## src/rtl/fuzzy_pkg.sv

```systemverilog
`default_nettype none
// ============================================================================
//  Module   : fuzzy_pkg
//  Brief    : Shared widths, default output-set centroids and the
//             defuzzifier FSM state type for the type-2 fuzzy pipeline.
//  Revision : 1.0 - initial release
// ============================================================================
package fuzzy_pkg;

   // Membership-grade width, denominator and numerator accumulator widths
   localparam int W_MF  = 8;
   localparam int W_DEN = 11;
   localparam int W_NUM = 19;

   // Default output-set centroids (0..255 scale), shared with the rule base
   localparam logic [W_MF-1:0] C1_PADRAO    = 8'd32;
   localparam logic [W_MF-1:0] C2_PADRAO    = 8'd128;
   localparam logic [W_MF-1:0] C3_PADRAO    = 8'd224;
   localparam logic [W_MF-1:0] SAIDA_PADRAO_DEF = 8'd128;

   // Defuzzifier control states
   typedef enum logic [1:0] {
      OCIOSO = 2'd0,
      ACUM   = 2'd1,
      DIVIDE = 2'd2,
      FIM    = 2'd3
   } defuz_estado_t;

endpackage

`default_nettype wire

```

## src/rtl/divisor_serial.sv

```systemverilog
`default_nettype none
// ============================================================================
//  Module   : divisor_serial
//  Brief    : Serial restoring divider, one quotient bit per clock, MSB first.
//             A start pulse loads the operands; done pulses one cycle after
//             the last iteration. Remainder is kept internally only.
//  Revision : 1.0 - initial release
// ============================================================================
module divisor_serial #(
   parameter int W_DVD = 19,
   parameter int W_DVS = 11
)(
   input  logic             clk,
   input  logic             rst,
   input  logic             start,
   input  logic [W_DVD-1:0] dividendo,
   input  logic [W_DVS-1:0] divisor,
   output logic             busy,
   output logic             done,
   output logic [W_DVD-1:0] quociente
);

   // Working remainder is one bit wider than the divisor (shift-in headroom)
   localparam int W_REM = W_DVS + 1;
   localparam int W_CNT = $clog2(W_DVD + 1);

   logic [W_DVS-1:0] rem_q, rem_d;
   logic [W_DVD-1:0] quo_q, quo_d;
   logic [W_DVS-1:0] dvs_q, dvs_d;
   logic [W_CNT-1:0] cnt_q, cnt_d;
   logic             busy_q, busy_d;
   logic             done_q, done_d;

   logic [W_REM-1:0] rem_sh;
   logic [W_REM-1:0] rem_sub;
   logic             cabe;

   // One restoring step: shift in next dividend bit, subtract if it fits
   always_comb begin
      rem_sh  = {rem_q, quo_q[W_DVD-1]};
      cabe    = (rem_sh >= W_REM'(dvs_q));
      rem_sub = rem_sh - W_REM'(dvs_q);

      rem_d  = rem_q;
      quo_d  = quo_q;
      dvs_d  = dvs_q;
      cnt_d  = cnt_q;
      busy_d = busy_q;
      done_d = 1'b0;

      if (start) begin
         rem_d  = '0;
         quo_d  = dividendo;
         dvs_d  = divisor;
         cnt_d  = W_CNT'(W_DVD);
         busy_d = 1'b1;
      end else if (busy_q) begin
         rem_d = cabe ? W_DVS'(rem_sub) : W_DVS'(rem_sh);
         quo_d = {quo_q[W_DVD-2:0], cabe};
         cnt_d = cnt_q - W_CNT'(1);
         if (cnt_q == W_CNT'(1)) begin
            busy_d = 1'b0;
            done_d = 1'b1;
         end
      end
   end

   // Divider state registers
   always_ff @(posedge clk) begin
      if (rst) begin
         rem_q  <= '0;
         quo_q  <= '0;
         dvs_q  <= '0;
         cnt_q  <= '0;
         busy_q <= 1'b0;
         done_q <= 1'b0;
      end else begin
         rem_q  <= rem_d;
         quo_q  <= quo_d;
         dvs_q  <= dvs_d;
         cnt_q  <= cnt_d;
         busy_q <= busy_d;
         done_q <= done_d;
      end
   end

   assign busy      = busy_q;
   assign done      = done_q;
   assign quociente = quo_q;

endmodule

`default_nettype wire

```

## src/rtl/defuzzificador_it2.sv

```systemverilog
`default_nettype none
// ============================================================================
//  Module   : defuzzificador_it2
//  Brief    : Interval type-2 output stage. Nie-Tan type reduction and
//             centroid defuzzification of three rules:
//             y = sum(Ci*(UPi+LOWi)) / sum(UPi+LOWi), one request in flight,
//             fixed latency (3 accumulate cycles + 19-bit serial division).
//  Options  : DEFUZ_ARREDONDA_EN - round to nearest instead of truncating.
//  Revision : 1.0 - initial release
// ============================================================================
module defuzzificador_it2
   import fuzzy_pkg::*;
#(
   parameter logic [W_MF-1:0] C1           = C1_PADRAO,
   parameter logic [W_MF-1:0] C2           = C2_PADRAO,
   parameter logic [W_MF-1:0] C3           = C3_PADRAO,
   parameter logic [W_MF-1:0] SAIDA_PADRAO = SAIDA_PADRAO_DEF
)(
   input  logic            clk,
   input  logic            rst,
   input  logic            inicio,
   input  logic [W_MF-1:0] F_01_UP,
   input  logic [W_MF-1:0] F_01_LOW,
   input  logic [W_MF-1:0] F_02_UP,
   input  logic [W_MF-1:0] F_02_LOW,
   input  logic [W_MF-1:0] F_03_UP,
   input  logic [W_MF-1:0] F_03_LOW,
   output logic            ocupado,
   output logic [W_MF-1:0] saida,
   output logic            saida_valida,
   output logic            erro_div
);

`ifdef DEFUZ_ARREDONDA_EN
   // One spare bit so the rounding bias can never wrap the numerator
   localparam int W_NUM_ACC = W_NUM + 1;
`else
   localparam int W_NUM_ACC = W_NUM;
`endif
   localparam int W_S    = W_MF + 1;
   localparam int W_PROD = W_MF + W_S;

   defuz_estado_t          estado_q, estado_d;
   logic [1:0]             idx_q, idx_d;
   logic [2:0][W_MF-1:0]   up_q, up_d;
   logic [2:0][W_MF-1:0]   low_q, low_d;
   logic [W_NUM_ACC-1:0]   num_q, num_d;
   logic [W_DEN-1:0]       den_q, den_d;
   logic [W_MF-1:0]        saida_q, saida_d;
   logic                   valida_q, valida_d;
   logic                   erro_q, erro_d;
   logic                   ocupado_q, ocupado_d;
`ifdef DEFUZ_ARREDONDA_EN
   logic                   ovf_q, ovf_d;
   logic [W_NUM_ACC-1:0]   num_arred;
`endif

   logic [W_MF-1:0]        c_sel;
   logic [W_S-1:0]         soma;
   logic [W_PROD-1:0]      prod;
   logic [W_NUM_ACC-1:0]   num_inc;
   logic [W_DEN-1:0]       den_inc;
   logic [W_NUM-1:0]       div_dvd;
   logic                   div_start;
   logic                   div_busy;
   logic                   div_done;
   logic [W_NUM-1:0]       div_quo;

   // Per-rule term: select rule idx, form UP+LOW and its centroid product
   always_comb begin
      case (idx_q)
         2'd0:    begin c_sel = C1; soma = W_S'(up_q[0]) + W_S'(low_q[0]); end
         2'd1:    begin c_sel = C2; soma = W_S'(up_q[1]) + W_S'(low_q[1]); end
         default: begin c_sel = C3; soma = W_S'(up_q[2]) + W_S'(low_q[2]); end
      endcase
      prod    = W_PROD'(c_sel) * W_PROD'(soma);
      num_inc = num_q + W_NUM_ACC'(prod);
      den_inc = den_q + W_DEN'(soma);
`ifdef DEFUZ_ARREDONDA_EN
      num_arred = num_inc + W_NUM_ACC'(den_inc >> 1);
      div_dvd   = W_NUM'(num_arred);
`else
      div_dvd   = num_inc;
`endif
      // Divider loads the final sums on the same edge that leaves ACUM
      div_start = (estado_q == ACUM) && (idx_q == 2'd2);
   end

   // Control FSM next-state and registered-output logic
   always_comb begin
      estado_d  = estado_q;
      idx_d     = idx_q;
      up_d      = up_q;
      low_d     = low_q;
      num_d     = num_q;
      den_d     = den_q;
      saida_d   = saida_q;
      valida_d  = 1'b0;
      erro_d    = erro_q;
      ocupado_d = ocupado_q;
`ifdef DEFUZ_ARREDONDA_EN
      ovf_d     = ovf_q;
`endif
      case (estado_q)
         OCIOSO: begin
            if (inicio) begin
               up_d      = {F_03_UP,  F_02_UP,  F_01_UP};
               low_d     = {F_03_LOW, F_02_LOW, F_01_LOW};
               num_d     = '0;
               den_d     = '0;
               idx_d     = 2'd0;
               ocupado_d = 1'b1;
               estado_d  = ACUM;
            end
         end
         ACUM: begin
            num_d = num_inc;
            den_d = den_inc;
            idx_d = idx_q + 2'd1;
            if (idx_q == 2'd2) begin
`ifdef DEFUZ_ARREDONDA_EN
               ovf_d = num_arred[W_NUM];
`endif
               estado_d = DIVIDE;
            end
         end
         DIVIDE: begin
            if (div_done && !div_busy) begin
               if (den_q == '0) begin
                  // Zero denominator follows the same timing path
                  saida_d = SAIDA_PADRAO;
                  erro_d  = 1'b1;
               end else begin
`ifdef DEFUZ_ARREDONDA_EN
                  saida_d = (ovf_q || (div_quo > W_NUM'(255))) ? '1 : W_MF'(div_quo);
`else
                  saida_d = W_MF'(div_quo);
`endif
                  erro_d  = 1'b0;
               end
               valida_d  = 1'b1;
               ocupado_d = 1'b0;
               estado_d  = FIM;
            end
         end
         FIM: begin
            // Spacer cycle; a new request is only sampled back in OCIOSO
            estado_d = OCIOSO;
         end
         default: estado_d = OCIOSO;
      endcase
   end

   // State and output registers
   always_ff @(posedge clk) begin
      if (rst) begin
         estado_q  <= OCIOSO;
         idx_q     <= 2'd0;
         up_q      <= '0;
         low_q     <= '0;
         num_q     <= '0;
         den_q     <= '0;
         saida_q   <= '0;
         valida_q  <= 1'b0;
         erro_q    <= 1'b0;
         ocupado_q <= 1'b0;
`ifdef DEFUZ_ARREDONDA_EN
         ovf_q     <= 1'b0;
`endif
      end else begin
         estado_q  <= estado_d;
         idx_q     <= idx_d;
         up_q      <= up_d;
         low_q     <= low_d;
         num_q     <= num_d;
         den_q     <= den_d;
         saida_q   <= saida_d;
         valida_q  <= valida_d;
         erro_q    <= erro_d;
         ocupado_q <= ocupado_d;
`ifdef DEFUZ_ARREDONDA_EN
         ovf_q     <= ovf_d;
`endif
      end
   end

   divisor_serial #(
      .W_DVD (W_NUM),
      .W_DVS (W_DEN)
   ) u_divisor (
      .clk       (clk),
      .rst       (rst),
      .start     (div_start),
      .dividendo (div_dvd),
      .divisor   (den_inc),
      .busy      (div_busy),
      .done      (div_done),
      .quociente (div_quo)
   );

   assign ocupado      = ocupado_q;
   assign saida        = saida_q;
   assign saida_valida = valida_q;
   assign erro_div     = erro_q;

endmodule

`default_nettype wire

```

## config.mk

```make
export PLATFORM = sky130hd
export DESIGN_NAME = defuzzificador_it2
export DESIGN_NICKNAME = d
export VERILOG_FILES = /design/src/rtl/fuzzy_pkg.sv /design/src/rtl/divisor_serial.sv /design/src/rtl/defuzzificador_it2.sv
export SDC_FILE = /design/constraint.sdc
export NUM_CORES = 1
export LEC_CHECK = 0
export ABC_AREA = 1
export CAP_MARGIN = 20
export CORE_MARGIN = 2
export CORE_UTILIZATION = 32
export DETAILED_ROUTE_END_ITERATION = 8
export DONT_BUFFER_PORTS = 1
export SLEW_MARGIN = 5
export SYNTH_ARGS = -nofsm -noshare
export SYNTH_HDL_FRONTEND = slang
export SYNTH_HIERARCHICAL = 1
export SYNTH_SLANG_ARGS = --single-unit
```

## constraint.sdc

```tcl
create_clock -name clk -period 6.1 [get_ports clk]
set_clock_uncertainty 0.2 [all_clocks]
set_input_delay 0.305 -clock clk [delete_from_list [all_inputs] [get_ports clk]]
set_output_delay 0.305 -clock clk [all_outputs]
set_load 0.05 [all_outputs]
```

---- After elaboration in Yosys (flattened, before gate mapping) ----
Index checks and enable logic that the tools add are counted.
cells by class
  $add $sub $neg .......................... 8
  multiply operators ...................... 1
  $lt $le $gt $ge ......................... 1
  equality and inequality tests ........... 9
  muxes and demuxes ....................... 27
  bitwise gates (word level) .............. 2
  reduce and logical (&&, ||, !) cells .... 17
operators by type and width
  kind                 number
  $mux 19              3
  $pmux 19 s2          1
  $add 8x8->9          3
  $mux 11              2
  $pmux 11 s2          1
  $add 19x17->19       1
  $pmux 9 s2           1
  $mul 8x9->17         1
  $pmux 8 s2           1
  $ge 12x11->1         1
  $add 11x9->11        1
  $logic_not 11->1     1
  $sub 11x11->11       1
  $mux 5               2
  $mux 1               8
  $mux 2               4
  $mux 8               1
  $pmux 2 s4           1
  $eq 2x2->1 const B   3
  $reduce_and 2->1     3
  $reduce_and 3->1     2
  $reduce_bool 2->1    3
  $eq 5x1->1 const B   1
  $sub 5x1->5 const B  1
  12 further kinds     18
word-level totals
  flip-flop bits (word level) ............. 141
  input bits .............................. 51
  output and inout bits ................... 11
  word-level logic and storage cells ...... 86

---- Logic depth before layout (Yosys ltp) ----
Gate-level depths: netlist (run 1).
  depth after elaboration ................. 5
  depth in mapped cells ................... 31
  depth with buffers taken out ............ 31

---- Cells and area by module ----
The synthesis (run 1) kept the hierarchy.
modules (own cells, without submodules)
  module              times used  cells each  area an instance (um^2)  seq. area each (um^2)
  defuzzificador_it2  1           930         6,429.9                  1,761.7
  divisor_serial      1           426         2,795.2                  960.9

---- Worst setup path after synthesis (run 1) ----
OpenSTA, ideal clock, no wires.
  path kind ............................... reg2reg
  from .................................... register up_q[16] in the netlist's numbering
  to ...................................... register u_divisor.quo_q[13], in the netlist u_divisor/quociente[13]
  library setup time ...................... 0.115 ns
  arrival ................................. 4.419 ns
  required time ........................... 5.785 ns
  path slack .............................. 1.365 ns
  stages on the path, launching flop included .. 26
  buffers on the path ..................... 0
  period minus slack after synthesis ...... 4.735 ns
  path through ............................ dfxtp_1 -> ha_1 -> fa_1 -> nand3_1 -> nand3_1 -> or2_2 -> nand3_1 -> nand3_1 -> nand2_1 -> inv_1 -> fa_1 -> ha_1 -> fa_1 -> ha_1 -> ha_1 -> nand2_1 -> inv_1 -> nand2_1 -> nand2_1 -> a21oi_1 -> nand2_1 -> and2_1 -> nand2_1 -> o21ai_0 -> o21ai_0 -> inv_1
between the ends
  word-level cells in the longest chain between the ends .. 5
RTL lines
  what                      line                       source
  start: declaration        defuzzificador_it2.sv:45   logic [2:0][W_MF-1:0] up_q, up_d;
  start signal: assignment  defuzzificador_it2.sv:173  up_q <= up_d;
  $add 8x8->9               defuzzificador_it2.sv:74   default: begin c_sel = C3; soma = W_S'(up_q[2]) + W_S'(low_q[2]); end
  $pmux 9 s2                defuzzificador_it2.sv:71   case (idx_q)
  $mul 8x9->17              defuzzificador_it2.sv:76   prod = W_PROD'(c_sel) * W_PROD'(soma);
  $add 19x17->19            defuzzificador_it2.sv:77   num_inc = num_q + W_NUM_ACC'(prod);
  via div_dvd[13]           defuzzificador_it2.sv:63   logic [W_NUM-1:0] div_dvd;
  $mux 19                   divisor_serial.sv:51       if (start) begin
  end signal: assignment    divisor_serial.sv:79       quo_q <= quo_d;
  end: declaration          divisor_serial.sv:28       logic [W_DVD-1:0] quo_q, quo_d;
The timed path passes the listed nets, and every way through them passes these cells.
A chain may end at the register's enable or synchronous reset.

---- Worst setup path after layout (run 1) ----
  from .................................... register up_q[16] in the netlist's numbering
  to ...................................... register u_divisor.quo_q[16], in the netlist u_divisor/quociente[16]
Same word-level chain as after synthesis.

==> impl_metrics.yaml, run 1 <==
run_status:
  status: "finished, final reports clean"
worst_setup_path:
  crit_type: "flop to flop"
  startpoint_type: "flop"
  path_delay_family: "adder cells"
  path_cells: "ha_1 -> fa_1 -> nand3_1 -> nand3_1 -> or2_2 -> nand3_1 -> nand3_1 -> nand2_1 -> inv_1 -> fa_1 -> ha_1 -> fa_1 -> ha_1 -> ha_1 -> nand2_2 -> nor2_1 -> nand3_1 -> nand3_1 -> nand2_1 -> and2_1 -> a22oi_1 -> a21oi_1 -> dlygate4sd3_1"
  crit_path_end_kind: "flop"
  path_buf_inv: 2
  crit_required_ns: 6.22
  cp_max_fo: 4
  slowest_delay_ns: 0.55
  crit_arrival_ns: 5.73
  cp_slowest_cell: "dlygate4sd3_1"
  cpMostUsedCell: "nand3_1"
placed_design:
  place_congestion: 0.883
  hpwl_um: 17100
  dp.cells: 1702
  portBuffers: 0
cts:
  cts_buffer_depth: 2
  cts_tree: "built"
  clk_latency_ns: 0.43
  cts.reportedPaths.clkPinSlew_ns: 0.07
  root_buffer: "clkbuf_16"
  post_cts_buffers: 0
  htreeDepth: 4
  cts.sinks: 136
  cts_made_buffers: 17
timing:
  rsz0062_at_grt: "no"
  finalHoldViolCount: 0
  relSlewSlack_pct: 41.0
  timing.setup.tns_ns: 0
  finalCriticalPeriod_ns: 5.62
  finalSetupViolations: 0
  fin_crit_sh_pct: 92.1
  slew_violations: 0
  worst_slew_pin_slew_ns: 0.885
  clock.fmax_mhz: 178
drt:
  via_count: 8387
  drt-initial-drc-count: 668
  route.detailed.drc: 0
  firstDrtPassIters: 5
  vias_per_cell: 4.69
  wire_per_inst_um: 12.9
  wl_um: 23100
  ant_nets: 0
min_path:
  min_path_type: "primary input to flop"
logic_synthesis:
  synth_edf_count: 0
  yosysWarnings: 6
  synth_top_area_share_pct: 29.5
  synthTopCellsByArea: "dfxtp_1 30%, nand2_1 13%, ha_1 12%"
  synth.avg_cell_area_sq_um: 6.80
  yosysTopAreaCell: "dfxtp_1"
  synth-main-ff-cell: "dfxtp_1"
  ys_ff_latch: 136
  synthCells: 1356
  syn_area_sq_um: 9230
  async_flop_share_pct: 0
  synth_cell_types: 45
  synth-seq-area-share_pct: 29.5
floorplanning:
  start_util_pct: 32.3
  rows: 62
  dieArea_sq_um: 30200
  coreArea_sq_um: 28500
  ios: 62
  fp.dieW_um: 174
  dieHeight_um: 174
pwr:
  power_density_nw_per_um2: 391
  power_leakage_uw: 0.00529
  irDropWorstVdd_v: 0.000222
grt:
  antenna_found_initial: 0
  grt_usage_pct: 15.6
  grt_overflow: 0
  grt_use_met1_pct: 21.5
  grt_pass1_wl_um: 39000
  grt_pass1_vias: 8055
  grt_max_degree: 55
  grt.busiest_layer: "met2"
  grt_use_met2_pct: 24.9
  grt_use_met3_pct: 3.07
cells_and_area:
  nets: 1552
  nFillCells: 3082
  final_common_cell: "nand2_1"
  fin_util_pct: 37.3
  layout_common_cells: "329 x nand2_1, 206 x inv_1, 143 x nor2_1"
  final_cells: 1787
  drive_gt1_share_pct: 5.20
  synthToLayoutAreaGrowth_pct: 15.4
  antenna_cells: 0
run:
  maxCapViolations: 0
## Yosys cell counts, types with 2 or more instances
master,n
nand2_1,329
inv_1,207
nor2_1,143
dfxtp_1,136
nand3_1,92
ha_1,90
a21oi_1,89
o21ai_0,75
nand4_1,25
clkbuf_1,24
fa_1,21
buf_2,14
nand2_2,12
and2_1,11
inv_2,9
a22oi_1,7
o221ai_1,7
xor2_1,7
nand3b_1,5
o211ai_1,5
xnor2_1,5
a31oi_1,4
nor2_2,4
nor3_1,4
buf_1,3
nand3_2,3
a21oi_2,2
buf_4,2
o21a_1,2
or2_1,2
or2_2,2
xor2_2,2
## what timing repair did
| item | 4_1_cts | 5_1_grt |
|---|---|---|
| hold buffers | 52 | 0 |
| endpoints found under the hold margin | 87 | 0 |
| gates resized for setup | 0 | 0 |
## worst paths after layout
| check | slack [ns] | cells after the start | start | end |
|---|---|---|---|---|
| worst min-delay path | 0.15 | 3 | rst | erro_div |
| worst max-delay path | 0.48 | 23 | up_q[16] | u_divisor/quociente[16] |
| worst max register to register | 0.48 | 23 | up_q[16] | u_divisor/quociente[16] |
| worst min register to register | 0.26 | 2 | u_divisor/dvs_q[5] | u_divisor/dvs_q[5] |
## registers in the layout (all words and copies together), names as in the netlist, 2 cells and up
signal / count
up_q: 24
low_q: 24
u_divisor/dvs_q: 11
idx_q: 2
u_divisor/rem_q: 11
estado_q: 2
u_divisor/quociente: 19
saida: 8
u_divisor/cnt_q: 5
num_q: 14
den_q: 11
## power by group
group / switching (uW) / leakage, uW / internal (uW) / total, uW
sequential: 100 / 0.00111 / 1030 / 1130
clock: 433 / 0.000263 / 549 / 982
combinational: 1320 / 0.00392 / 737 / 2060
## stage by stage
stage | setup slack (ns) | hold WS, ns | total power, uW | cell area (sq um)
after floorplan | 1.37 | 0.174 | 2670 | 9240
after global placement | 1.06 | 0.181 | 3150 | 9540
after detailed placement | 1.02 | 0.181 | 3150 | 9540
after CTS | 0.460 | 0.264 | 4200 | 10600
after global routing | 0.118 | 0.164 | 4560 | 10600
final | 0.482 | 0.148 | 4170 | 10600
## layer usage
layer  vias up  part of all wire (%)
li1       4386                     -
met1      3795                    50
met2       181                    44
met3        25                   4.6
met4         0                   1.6
met5         -                     0
## logic make-up after synthesis
group	count (synthesis)	synth area share, %
other	1	0.0406
AOI/OAI and AO/OA	197	11.9
xor gates and xnor gates	14	1.49
buffers and inverters	260	10.9
DFF	136	29.5
adders and majority gates	111	16.8
and+or+nand+nor	637	29.4
## area by class of cell
class                   instances  area (sq um)  area share [%]
well taps                     384           480            4.51
flip-flops and latches        136          2720            25.6
multi-input cells             964          5510            51.7
clock buffers                  21           460            4.32
clock inverters                11          91.3           0.858
repair buffers                 55           573            5.38
inverters                     216           811            7.61
## tightest hold or removal path: stages
cell,delay (ns)
clkinv_1,0.19
o21ai_0,0.14
nor2_1,0.10
Power figures use the tool's default switching activity.
==> run 2, diff against run 1 <==
CORE_MARGIN = 4   (was 2)
CTS_BUF_LIST = sky130_fd_sc_hd__clkbuf_4 sky130_fd_sc_hd__clkbuf_8   (was default)
==> impl_metrics.yaml, run 2 (synthesis results as in run 1) <==
worst_setup_path:
  path_buf_inv: 2
  cpMostUsedCell: "nand3_1"
  cp_slowest_cell: "dlygate4sd3_1"
  crit_type: "flop to flop"
  path_delay_family: "adder cells"
  path_cells: "ha_1 -> fa_1 -> nand3_1 -> nand3_1 -> or2_2 -> nand3_1 -> nand3_1 -> nand2_1 -> inv_1 -> fa_1 -> ha_1 -> fa_1 -> ha_1 -> ha_1 -> nand2_2 -> nand3_2 -> nand3_1 -> nand3_1 -> nand2_1 -> nand3_1 -> a21oi_1 -> dlygate4sd3_1"
  crit_required_ns: 6.30
  crit_path_end_kind: "flop"
  startpoint_type: "flop"
  cp_max_fo: 6
  slowest_delay_ns: 0.55
  crit_arrival_ns: 5.52
cells_and_area:
  final_common_cell: "nand2_1"
  antenna_cells: 0
  seqCellArea_sq_um: 2720
  drive_gt1_share_pct: 5.35
  multi_input_area_sq_um: 5510
  synthToLayoutAreaGrowth_pct: 12.9
  layout_common_cells: "329 x nand2_1, 207 x inv_1, 143 x nor2_1"
  final_cells: 1781
  nets: 1552
  nFillCells: 3046
cts:
  cts.reportedPaths.clkPinSlew_ns: 0.08
  htreeDepth: 4
  holdBufCountCts: 52
  cts_tree: "built"
  cts_made_buffers: 17
  cts.sinks: 136
  post_cts_resized: 0
  post_cts_buffers: 0
  clk_latency_ns: 0.46
  root_buffer: "clkbuf_8"
  cts_buffer_depth: 2
drt:
  wl_um: 23100
  vias_per_cell: 4.68
  via_count: 8339
  firstDrtPassIters: 6
  ant_nets: 0
  drt-initial-drc-count: 507
  route.detailed.drc: 0
  wire_per_inst_um: 13.0
placed_design:
  portBuffers: 0
  dp.cells: 1697
  hpwl_um: 17000
  place_congestion: 0.843
grt:
  grt_pass1_wl_um: 39500
  antenna_found_initial: 1
  grt_pass1_vias: 8008
  grt_overflow: 0
  grt_usage_pct: 15.2
  grt_max_degree: 55
floorplanning:
  dieArea_sq_um: 31600
  rows: 61
  fp.dieW_um: 178
  start_util_pct: 32.8
  dieHeight_um: 178
  coreArea_sq_um: 28100
  ios: 62
timing:
  fin_crit_sh_pct: 87.1
  finalCriticalPeriod_ns: 5.32
  slew_violations: 0
  worst_slew_pin_slew_ns: 0.913
  relSlewSlack_pct: 39.0
  timing.setup.tns_ns: 0
  rsz0062_at_grt: "no"
  clock.fmax_mhz: 188
  finalHoldViolCount: 0
  finalSetupViolations: 0
run:
  maxCapViolations: 0
min_path:
  min_path_type: "primary input to flop"
pwr:
  power_leakage_uw: 0.00519
  power_density_nw_per_um2: 371
  irDropWorstVdd_v: 0.000166
run_status:
  status: "finished, final reports clean"
[run 2: cell count changes in the layout (fill, tap and decap cells not counted), moves of 2 or more]
| cell | delta |
|---|---|
| clkbuf_8 | +15 |
| clkbuf_1 | -2 |
| clkbuf_16 | -17 |
| clkinv_2 | +2 |
| clkbuf_4 | +2 |
| clkinvlp_4 | +2 |
| clkinv_4 | -2 |
[run 2: where the power goes]
group	leakage (uW)	total (uW)	switching, uW	internal [uW]
sequential	0.00111	1130	102	1030
combinational	0.00391	2060	1320	737
clock	0.000166	681	389	292
[run 2: per-layer routing]
metal	vias up	global-route usage (%)	routed length [um]
met3	23	3.32	1100
met4	0	4.13	338
li1	4380	-	-
met1	3770	21.1	11500
met5	-	0	0
met2	166	24.0	10200
[run 2: worst paths after layout]
kind                           start                 end  slack [ns]  cells past startpoint
hold / removal                   rst            erro_div        0.15                      4
setup / recovery            up_q[16]           num_q[18]        0.78                     22
hold reg to reg   u_divisor/dvs_q[6]  u_divisor/dvs_q[6]        0.27                      2
setup reg to reg            up_q[16]           num_q[18]        0.78                     22
[run 2: cell type report]
class	instances	area share (%)
Sequential cell	136	26.1
Clock inverter	13	0.925
Multi-Input combinational cell	964	52.9
Tap cell	378	4.54
Timing Repair Buffer	55	5.31
Clock buffer	19	2.39
Inverter	216	7.79
[run 2: per-stage QoR]
| step | util, % | worst slack, ns | total power [uW] | hold WS (ns) | instance area [sq um] |
|---|---|---|---|---|---|
| after floorplan | - | 1.37 | 2670 | 0.174 | 9240 |
| after global placement | 34.0 | 1.06 | 3150 | 0.181 | 9540 |
| after detailed placement | 34.0 | 0.952 | 3150 | 0.186 | 9540 |
| after CTS | 37.1 | 0.792 | 3900 | 0.123 | 10400 |
| after global routing | 37.1 | 0.388 | 4260 | 0.168 | 10400 |
| final | 37.1 | 0.784 | 3870 | 0.151 | 10400 |
[run 2: worst min-delay path, stage by stage]
cell and delay, ns:
inv_1 0.02, buf_4 0.24, o21ai_0 0.13, nor2_1 0.05
==> run 3, diff against run 2 <==
CORE_ASPECT_RATIO = 1.5   (was default)
==> impl_metrics.yaml, run 3 (synthesis results as in run 1) <==
cells_and_area:
  final_area_sq_um: 10500
  antenna_cells: 0
  drive_gt1_share_pct: 5.28
  synthToLayoutAreaGrowth_pct: 14.0
  seqCellArea_sq_um: 2720
  nFillCells: 2984
  layout_common_cells: "329 x nand2_1, 207 x inv_1, 143 x nor2_1"
  fin_util_pct: 37.2
  nets: 1551
  multi_input_area_sq_um: 5510
  final_common_cell: "nand2_1"
grt:
  grt_usage_pct: 14.7
  grt_max_degree: 55
  grt_overflow: 0
  grt.busiest_layer: "met2"
  grt_use_met1_pct: 17.1
  antenna_found_initial: 0
  grt_pass1_vias: 8071
  grt_pass1_wl_um: 38600
  grt_use_met3_pct: 2.31
  grt_use_met2_pct: 26.5
placed_design:
  place_congestion: 0.871
  dp_slack_ns: 0.910
  portBuffers: 0
  hpwl_um: 17200
  postPlaceCellArea_sq_um: 9540
cts:
  htreeDepth: 4
  cts.reportedPaths.clkPinSlew_ns: 0.08
  post_cts_resized: 0
  cts_tree: "built"
  cts_buffer_depth: 2
  clk_latency_ns: 0.47
  root_buffer: "clkbuf_8"
  post_cts_buffers: 0
  cts_made_buffers: 17
  cts.sinks: 136
timing:
  finalSetupViolations: 0
  rsz0062_at_grt: "no"
  finalCriticalPeriod_ns: 5.50
  clock.fmax_mhz: 182
  hold-worst-slack_ns: 0.136
  setup_ws_ns: 0.600
  finalHoldViolCount: 0
  fin_crit_sh_pct: 90.2
  relSlewSlack_pct: 40.7
  timing.setup.tns_ns: 0
  slew_violations: 0
  worst_slew_pin_slew_ns: 0.889
floorplanning:
  start_util_pct: 32.7
  coreArea_sq_um: 28200
  ios: 62
  fp.dieW_um: 147
  dieHeight_um: 216
  dieArea_sq_um: 31700
  rows: 75
pwr:
  internal_power_uw: 2200
  pwr-share-comb_pct: 50.6
  switchingPower_uw: 1810
  swShare_pct: 45.2
  power_frac_clock_pct: 21.3
  p_seq_share_pct: 28.1
  irDropWorstVdd_v: 0.000186
  power_leakage_uw: 0.00524
  power_density_nw_per_um2: 381
drt:
  wire_per_inst_um: 12.9
  ant_nets: 0
  vias_per_cell: 4.67
  route.detailed.drc: 0
  firstDrtPassIters: 6
  via_count: 8338
  drt-initial-drc-count: 402
  wl_um: 23100
worst_setup_path:
  startpoint_type: "flop"
  cp_max_fo: 6
  cp_slowest_cell: "dlygate4sd3_1"
  slowest_delay_ns: 0.55
  crit_type: "flop to flop"
  path_cells: "ha_1 -> fa_1 -> nand3_1 -> nand3_1 -> or2_2 -> nand3_1 -> nand3_1 -> nand2_1 -> inv_1 -> fa_1 -> ha_1 -> fa_1 -> ha_1 -> ha_1 -> nand2_2 -> nand3_2 -> nand2_1 -> nand2_2 -> xor2_2 -> nand2_2 -> a21oi_2 -> dlygate4sd3_1"
  crit_path_end_kind: "flop"
  path_buf_inv: 2
  crit_required_ns: 6.32
  path_delay_family: "adder cells"
  crit_arrival_ns: 5.72
run_status:
  status: "finished, final reports clean"
min_path:
  min_path_type: "primary input to flop"
run:
  maxCapViolations: 0
-- run 3: final cells by class --
type / instances / area share (%)
clock buffers: 19 / 2.49
clock inverters: 13 / 1.75
inverters: 216 / 7.71
multi-input cells: 964 / 52.4
flip-flops and latches: 136 / 25.9
well taps: 385 / 4.58
repair buffers: 54 / 5.19
-- run 3: what timing repair did --
action,CTS,global route
endpoints found under the setup margin,0,0
endpoints found under the hold margin,87,0
hold buffers,52,0
-- run 3: worst paths after layout --
check	startpoint	to	slack (ns)	cells after the start
setup / recovery	up_q[16]	num_q[14]	0.60	22
hold / removal	rst	low_q[21]	0.14	4
setup reg to reg	up_q[16]	num_q[14]	0.60	22
hold reg to reg	u_divisor/dvs_q[6]	u_divisor/dvs_q[6]	0.27	2
-- run 3: power by group through the flow --
stage | clock, uW | sequential (uW) | combinational, uW
detailed placement | 0 | 1150 | 1980
floorplan | 0 | 1120 | 1550
global placement | 0 | 1140 | 1970
CTS | 874 | 1130 | 2040
finish | 854 | 1130 | 2030
global route | 910 | 1140 | 2320
-- run 3: metrics by stage --
| stage | total power (uW) | instances |
|---|---|---|
| after floorplan | 2670 | 1360 |
| after global placement | 3110 | 1703 |
| after detailed placement | 3120 | 1703 |
| after CTS | 4040 | 1787 |
| after global routing | 4370 | 1787 |
| final | 4010 | 1787 |
-- run 3: routing by layer --
| metal | vias up | share of wire (%) |
|---|---|---|
| met5 | - | 0 |
| met4 | 0 | 2.5 |
| met3 | 32 | 3.4 |
| met2 | 159 | 50 |
| met1 | 3761 | 44 |
| li1 | 4386 | - |
-- run 3: tightest hold or removal path: stages --
cell and delay, ns:
inv_1 0.02, buf_4 0.25, o21ai_0 0.14, nor2_1 0.04
